[config.mk]
export PLATFORM = sky130hd
export DESIGN_NAME = bcd_counter_display
export DESIGN_NICKNAME = d
export VERILOG_FILES = /design/src/rtl/bcd_counter_display.sv
export SDC_FILE = /design/constraint.sdc
export NUM_CORES = 1
export LEC_CHECK = 0
export BUFFER_PORTS_ARGS = -buffer_cell sky130_fd_sc_hd__buf_2
export CORE_MARGIN = 2
export CORE_UTILIZATION = 60
export DETAILED_ROUTE_END_ITERATION = 12
export PLACE_DENSITY_LB_ADDON = 0.25
export SYNTH_ARGS = -nofsm -noshare
export SYNTH_HDL_FRONTEND = slang
export SYNTH_SLANG_ARGS = --single-unit
[constraint.sdc]
create_clock -name clk -period 3.04 [get_ports clk]
set_clock_uncertainty 0.05 [all_clocks]
set_input_delay 0.608 -clock clk [delete_from_list [all_inputs] [get_ports clk]]
set_output_delay 0.608 -clock clk [all_outputs]
set_load 0.02 [all_outputs]
[src/rtl/bcd_counter_display.sv]
// Two-digit BCD up/down counter stepped by a prescaler, with registered 7-segment decode.
// Optional LEADING_ZERO_BLANK_EN blanks the tens display while tens is zero.
module bcd_counter_display #(
    parameter int TICK_CYCLES    = 25_000_000,
    parameter bit SEG_ACTIVE_LOW = 1'b1
) (
    input  logic       clk,
    input  logic       rst,
    input  logic       start,
    input  logic       hold,
    input  logic       up_dn,
    output logic [3:0] ones,
    output logic [3:0] tens,
    output logic [6:0] seg_ones,
    output logic [6:0] seg_tens,
    output logic       tick
);

    localparam int              PW   = $clog2(TICK_CYCLES);
    localparam logic [PW-1:0]   LAST = PW'(TICK_CYCLES - 1);
    localparam logic [6:0]      BLANK = SEG_ACTIVE_LOW ? 7'b1111111 : 7'b0000000;

    function automatic logic [6:0] seg7(input logic [3:0] d);
        logic [6:0] p;
        case (d)
            4'd0:    p = 7'b1000000;
            4'd1:    p = 7'b1111001;
            4'd2:    p = 7'b0100100;
            4'd3:    p = 7'b0110000;
            4'd4:    p = 7'b0011001;
            4'd5:    p = 7'b0010010;
            4'd6:    p = 7'b0000010;
            4'd7:    p = 7'b1111000;
            4'd8:    p = 7'b0000000;
            4'd9:    p = 7'b0010000;
            default: p = 7'b1111111;
        endcase
        return SEG_ACTIVE_LOW ? p : ~p;
    endfunction

    function automatic logic [6:0] seg7_tens(input logic [3:0] d);
`ifdef LEADING_ZERO_BLANK_EN
        return (d == 4'd0) ? BLANK : seg7(d);
`else
        return seg7(d);
`endif
    endfunction

    logic [PW-1:0] presc;
    logic [3:0]    ones_nx, tens_nx;

    // Digit step arithmetic; only committed on a step cycle.
    always_comb begin
        ones_nx = ones;
        tens_nx = tens;
        if (up_dn) begin
            if (ones == 4'd9) begin
                ones_nx = 4'd0;
                tens_nx = (tens == 4'd9) ? 4'd0 : tens + 4'd1;
            end else begin
                ones_nx = ones + 4'd1;
            end
        end else begin
            if (ones == 4'd0) begin
                ones_nx = 4'd9;
                tens_nx = (tens == 4'd0) ? 4'd9 : tens - 4'd1;
            end else begin
                ones_nx = ones - 4'd1;
            end
        end
    end

    always_ff @(posedge clk) begin
        if (rst) begin
            presc    <= '0;
            ones     <= 4'd0;
            tens     <= 4'd0;
            tick     <= 1'b0;
            seg_ones <= seg7(4'd0);
            seg_tens <= seg7_tens(4'd0);
        end else begin
            tick     <= 1'b0;
            // Decode from the current digit registers: one cycle behind them.
            seg_ones <= seg7(ones);
            seg_tens <= seg7_tens(tens);
            if (!start) begin
                presc <= '0;
            end else if (!hold) begin
                if (presc == LAST) begin
                    presc <= '0;
                    ones  <= ones_nx;
                    tens  <= tens_nx;
                    tick  <= 1'b1;
                end else begin
                    presc <= presc + 1'b1;
                end
            end
        end
    end

endmodule

# Word level (Yosys, flattened, before mapping)
# Memories as Yosys holds them, arrays and structs flattened. A register that Yosys moved wholly into a read port is not among the register bits.
# Index checks and enable logic that the tools add are counted.
# op_classes
add_sub_neg	5
n_eq_ne	4
n_mux	10
bitwise	2
reduce_logical	7
# ops
operator	count
4-bit 2-to-1 mux	8
25-bit by 1-bit adder with 25-bit output, second input constant	1
25-bit equality test, second input constant	1
25-bit 2-to-1 mux	1
4-bit by 1-bit adder with 4-bit output, second input constant	2
4-bit equality test, second input constant	2
4-bit logical NOT	2
4-bit by 1-bit subtractor with 4-bit output, second input constant	2
5-bit AND reduction	1
3-bit AND reduction	1
3-bit OR reduction	1
2-bit by 1-bit != test with 1-bit output, second input constant	1
1-bit inverter	2
2-bit nonzero test	1
2-bit OR reduction	1
1-bit 2-to-1 mux	1
# totals
regBits	34
rom_bits	224
input_bits	5
output_inout_bits	23
memories	2
# memory_table
name	depth	width	read_ports	rd_clocked_by_memory_dff	write_ports	line	text
(name not given)	16	7	1	1	0	25	case (d)
(name not given)	16	7	1	1	0	25	

# Depth between registers and ports, before layout
# Gate-level depths: netlist of run 1.
# logic_depth
depth_word	4
ltp_mapped	7
mapped_depth_nobuf	6

# Worst setup path before layout of run 1
# No wires, ideal clock.
# synth_path
kind	in2reg
from	input port hold
to	register tens[1]
setup_ns	0.121
arrival_ns	1.871
setup_slack_ns	0.998
cell_stages	6
path_cell_list	and4b_1 -> buf_6 -> nand4_4 -> or3_1 -> buf_2 -> mux2_4
# synth_between
elab_chain_cells	2
# synth_lines
element	line	text
from (decl)	10	input logic hold,
1-bit inverter (no source line)	n/a	
5-bit AND reduction (no source line)	n/a	
to (signal assigned)	92	tens <= tens_nx;
to (decl)	13	output logic [3:0] tens,
# Every way passes these cells.
# A chain may end at the register's enable or synchronous reset.

==> flow_summary.yaml, run 1 <==
synth:
  synth_edf_count: 0
  synth_seq_cells: 48
  synthMostInstantiatedCell: "dfxtp_1"
  synth_cell_types: 56
  synth_common_cells: "dfxtp_1, nor2_1, a21oi_1, nand2_1, o21ai_0"
  yosysWarnings: 0
  netlist_area_um2: 2680
  synth_ff_type: "dfxtp_1"
  ys_seq_area_share_pct: 35.9
  synthCells: 317
  async_flop_share_pct: 0
  avgSynthCellArea_um2: 8.44
  synth_area_leader_cell: "dfxtp_1"
  syn-num-nets: 335
  synth.top_cells.by_area: "dfxtp_1, ha_1, a21oi_1, nor2_1, o21ai_0"
  synth_top_cell_area_share_pct: 35.9
global_route:
  grtUsageTotal_pct: 21.5
  antenna_found_initial: 0
  grt_pass1_wl_um: 8910
  grt_overflow: 0
  grt_max_degree: 26
  grt_pass1_vias: 2053
clock_tree:
  cts_setup_buffers: 0
  clk_latency_ps: 300
  clkTransAtPathRegs_ps: 80
  cts_tree: "yes"
  cts_max_level: 2
  cts_buffer_depth: 2
  ctsRootBufferMaster: "clkbuf_8"
  clock-sinks: 48
  cts_resized: 0
  cts_inserted_buffers: 5
  cts_hold_buf: 0
placed_design:
  io_buffer_count: 27
  pre_cts_slack_ps: 499
  dp_cells: 377
  gp_congestion: 0.938
  dp_hpwl_um: 3620
final_layout:
  fillCellCount: 369
  nets: 350
  area_growth_pct: 8.98
  drive_gt1_share_pct: 14.1
  n_antenna_cell: 0
  fin_cells: 385
critical_path:
  end_kind: "flip-flop"
  worst-path-buf-inv: 1
  critPathTopFamily: "simple AND/OR/NAND/NOR gates"
  required_ps: 3220
  crit_type: "primary input to flip-flop"
  critPathMaxFanout: 13
  worst_r2r_startpoint: "presc[1]$_SDFFE_PP0N_"
  worst-endpoint-arrival_ps: 2430
  cp-start-kind: "primary input"
  max_stage_delay_ps: 620
  cp_slowest_cell: "or4_1"
  crit_chain: "buf_2, and4b_1, nand4_1, or4_1, a21oi_1"
  crit_start: "hold"
route:
  dr.pass1.iters: 4
  totalWireLength_um: 5350
  antenna_left: 0
  drt_drc_violations_left: 0
  via_per_inst: 6.02
  vias: 2318
  drt_iter0_markers: 217
  routedWlPerCell_um: 13.9
pwr:
  p_per_area_nw_per_um2: 397
  peakVddDrop_mv: 0.268
  p_leak_nw: 1.12
die:
  die_w_um: 70.8
  initial_core_util_pct: 61.9
  core_um2: 4320
  rows: 24
  die_y_um: 70.8
  fp.dieArea_um2: 5010
  io_pins: 28
timing:
  setup_violations: 0
  tightestPinTransition_ps: 637
  setup_tns_ps: 0
  slew_headroom_pct: 57.5
  fin_crit_ps: 2250
  period_share_pct: 73.9
  finalHoldViolCount: 0
  rsz0062_at_grt: "false"
  drv_slew: 0
  max_freq_mhz: 445
  fin_ws_ps: 793
worst_hold_path:
  worst_hold_path_type: "flip-flop to flip-flop"
  worstHoldStart: "presc[14]$_SDFFE_PP0N_"
status:
  outcome: "finished clean"
run:
  drv_cap: 0
## path summary, 6_finish.rpt
path	slack, ps	cells after the start	to
max	790	5	presc[19]$_SDFFE_PP0N_
min	460	2	presc[14]$_SDFFE_PP0N_
max reg2reg	860	5	presc[24]$_SDFFE_PP0N_
min reg2reg	460	2	presc[14]$_SDFFE_PP0N_
## flip-flops by register name, indices dropped and copies added (netlist names)
register	cells
seg_ones	7
tick	1
ones	4
seg_tens	7
presc	25
tens	4
## report_power, final
group	switching, mW	internal (mW)
Combinational	0.0234	0.0106
Clock	0.204	0.290
Sequential	0.00124	0.629
Total	0.229	0.930
## worst reg2reg max path, cell delays in order, from the launching register on
cell     delay (ps)
dfxtp_1         410
ha_1            250
and2_1          250
nand4_1         400
or4_1           620
a21oi_1         140
## through the flow
step           power [mW]  instance area [um^2]  util [%]  hold WS (ps)
2_1_floorplan       0.670                  2680         -           409
3_3_place_gp        0.678                  2790      64.5           421
3_5_place_dp        0.678                  2790      64.5           448
4_1_cts              1.18                  2920      67.4           461
5_1_grt              1.20                  2920      67.4           497
6_report             1.16                  2920      67.4           460
## logic make-up after synthesis
| logic type | synth area share [%] |
|---|---|
| DFF | 35.9 |
| adders and majority gates | 6.08 |
| AOI/OAI and AO/OA | 19.1 |
| muxes | 3.88 |
| xor gates and xnor gates | 3.60 |
| and+or+nand+nor | 26.0 |
| buffers and inverters | 5.47 |
## cell type report
cell class                 instances  area, um^2  share of cell area (%)
clock buffer                       7        96.3                    3.30
clock inverter                     1        30.0                    1.03
inverter                          14        52.6                    1.80
multi-input combinational        235        1570                    53.8
sequential                        48         961                    32.9
tap                               52        65.1                    2.23
timing repair buffer              28         143                    4.89
## per-layer routing
layer	routed length [um]	track usage [%]	part of all wire [%]	vias up
li1	-	-	-	1187
met1	2560	26.9	48	1096
met2	2610	36.1	49	33
met3	151	4.27	2.8	2
met4	26	9.01	0.49	0
met5	0	0	0	-
## placed cells by master (no fill, tap or decap), types with 6 or more instances in the layout
cell type | netlist | routed
nand2_1 | 19 | 19
xor2_1 | 8 | 8
inv_1 | 13 | 13
a21oi_1 | 27 | 27
nor2_1 | 29 | 29
dfxtp_1 | 48 | 48
nand3_1 | 14 | 14
ha_1 | 13 | 13
or3_1 | 9 | 9
nand4_1 | 8 | 8
clkbuf_8 | 0 | 7
o31ai_1 | 9 | 9
or4_1 | 6 | 6
buf_2 | 3 | 27
o21ai_0 | 17 | 17
Note: power is estimated with default switching activity, not from simulation.
==> inputs of run 2 (changes only) <==
--- a/config.mk
+++ b/config.mk
@@ -7,7 +7,7 @@
 export LEC_CHECK = 0
 export BUFFER_PORTS_ARGS = -buffer_cell sky130_fd_sc_hd__buf_2
 export CORE_MARGIN = 2
-export CORE_UTILIZATION = 60
+export CORE_UTILIZATION = 53
 export DETAILED_ROUTE_END_ITERATION = 12
 export PLACE_DENSITY_LB_ADDON = 0.25
 export SYNTH_ARGS = -nofsm -noshare
==> constraint.sdc (replaced) <==
create_clock -name clk -period 1.95 [get_ports clk]
set_clock_uncertainty 0.05 [all_clocks]
set_input_delay 0.39 -clock clk [delete_from_list [all_inputs] [get_ports clk]]
set_output_delay 0.39 -clock clk [all_outputs]
set_load 0.02 [all_outputs]
==> flow_summary.yaml, run 2 (synthesis results as in run 1) <==
final_layout:
  drive_gt1_share_pct: 22.7
  reg_top3: "presc: 25 flops, seg_ones: 7 flops, seg_tens: 7 flops"
  area_growth_pct: 18.1
  nets: 378
  final_cell_mix: "dfxtp_1, nor2_1, buf_4"
  fin_util_pct: 66.0
  largest_reg_flops: 25
  fin_cells: 428
  regMostFlops: "presc"
  final_common_cell: "dfxtp_1"
  n_antenna_cell: 0
  fillCellCount: 403
route:
  vias: 2461
  antenna_left: 0
  routedWlPerCell_um: 13.8
  totalWireLength_um: 5910
  drt_iter0_markers: 129
  dr.pass1.iters: 4
  drt_drc_violations_left: 0
  via_per_inst: 5.75
pwr:
  p_leak_nw: 1.25
  clkPwrFrac_pct: 41.2
  peakVddDrop_mv: 0.392
  switching_share_pct: 21.8
  p_seq_share_pct: 55.1
  internal_power_mw: 1.39
  p_switching_mw: 0.389
  share_comb_of_total_power_pct: 3.7
  p_per_area_nw_per_um2: 564
  p_total_mw: 1.78
clock_tree:
  cts_resized: 0
  clock-sinks: 48
  clkTransAtPathRegs_ps: 90
  cts_buffer_depth: 2
  cts_setup_buffers: 0
  cts_hold_buf: 0
  clk_latency_ps: 300
  cts_inserted_buffers: 5
  ctsRootBufferMaster: "clkbuf_8"
  cts_tree: "yes"
  cts_max_level: 2
worst_hold_path:
  worstHoldStart: "start"
  worstHoldPathCells: 3
  worst_hold_path_type: "primary input to flip-flop"
  min_to: "ones[3]$_SDFFE_PP0P_"
global_route:
  grt_max_degree: 26
  grtUsageTotal_pct: 22.6
  antenna_found_initial: 0
  grt_overflow: 0
  grt_pass1_wl_um: 10000
  grt_pass1_vias: 2208
critical_path:
  crit_start: "presc[0]$_SDFFE_PP0N_"
  worst_r2r_startpoint: "presc[0]$_SDFFE_PP0N_"
  cp-start-kind: "flip-flop"
  end_kind: "flip-flop"
  critPathTopFamily: "simple AND/OR/NAND/NOR gates"
  worst-path-buf-inv: 1
  critPathMaxFanout: 25
  reg2regPathDepth: 6
  max_stage_delay_ps: 560
  crit_type: "flip-flop to flip-flop"
  crit_chain: "ha_2, nand2_1, or4_4, o211ai_4, buf_12, a21oi_1"
  r2r_slack_ps: 110
  required_ps: 2090
  worst-endpoint-arrival_ps: 1980
  rr_endpoint: "presc[16]$_SDFFE_PP0N_"
  cp_slowest_cell: "or4_4"
timing:
  hold_slack_ps: 398
  period_share_pct: 94.3
  max_freq_mhz: 544
  rsz0062_at_grt: "false"
  slew_headroom_pct: 67.7
  fin_crit_ps: 1840
  finalHoldViolCount: 0
  drv_slew: 0
  setup_violations: 0
  setup_tns_ps: 0
  tightestPinTransition_ps: 485
run:
  drv_cap: 0
placed_design:
  gp_congestion: 0.820
  io_buffer_count: 27
  dp_hpwl_um: 4240
  dp_cells: 420
die:
  core_um2: 4790
  fp.dieArea_um2: 5630
  die_w_um: 75.1
  initial_core_util_pct: 55.9
  die_y_um: 75.1
  rows: 25
  io_pins: 28
status:
  outcome: "finished clean"
==> run 2: per-layer routing <==
layer  GRT usage, %  part of all wire [%]
met2           38.7                    50
met1           29.2                    46
met3           4.15                   3.1
met4           6.35                   1.1
met5              0                     0
==> run 2: cell type report <==
| type | count | area (um^2) | share of cell area, % |
|---|---|---|---|
| clock inverters | 3 | 46.3 | 1.46 |
| well taps | 67 | 83.8 | 2.65 |
| clock buffers | 5 | 68.8 | 2.18 |
| multi-input cells | 235 | 1580 | 50.0 |
| flip-flops and latches | 48 | 965 | 30.5 |
| repair buffers | 56 | 365 | 11.6 |
| inverters | 14 | 52.6 | 1.66 |
==> run 2: metrics by stage <==
| stage | cell area, um^2 | setup WS, ps |
|---|---|---|
| after floorplan | 2680 | 23.4 |
| after global placement | 3030 | -37.1 |
| after detailed placement | 3030 | -57.6 |
| after CTS | 3150 | 35.0 |
| after global routing | 3160 | 21.8 |
| final | 3160 | 112 |
==> run 2: power by group through the flow <==
stage / Clock [mW] / Sequential, mW / Combinational [mW]
6_report: 0.734 / 0.982 / 0.0660
5_1_grt: 0.802 / 0.982 / 0.0723
4_1_cts: 0.759 / 0.982 / 0.0656
3_5_place_dp: 0 / 1.00 / 0.0653
3_3_place_gp: 0 / 1.00 / 0.0646
2_1_floorplan: 0 / 1.01 / 0.0392
==> run 2: tightest hold or removal path, cell delays in order <==
cell       delay (ps)
buf_2             140
o2111ai_1         100
a21oi_1            70
==> run 2: worst max-delay path by stage <==
stage / endpoint / slack (ps) / depth (start not counted)
after global routing: presc[24]$_SDFFE_PP0N_ / 20 / 6
after CTS: tens[0]$_SDFFE_PP0P_ / 40 / 6
final: presc[16]$_SDFFE_PP0N_ / 110 / 6
after floorplan: tens[1]$_SDFFE_PP0P_ / 20 / 7
after global placement: tens[1]$_SDFFE_PP0P_ / -40 / 5
after detailed placement: ones[3]$_SDFFE_PP0P_ / -60 / 5
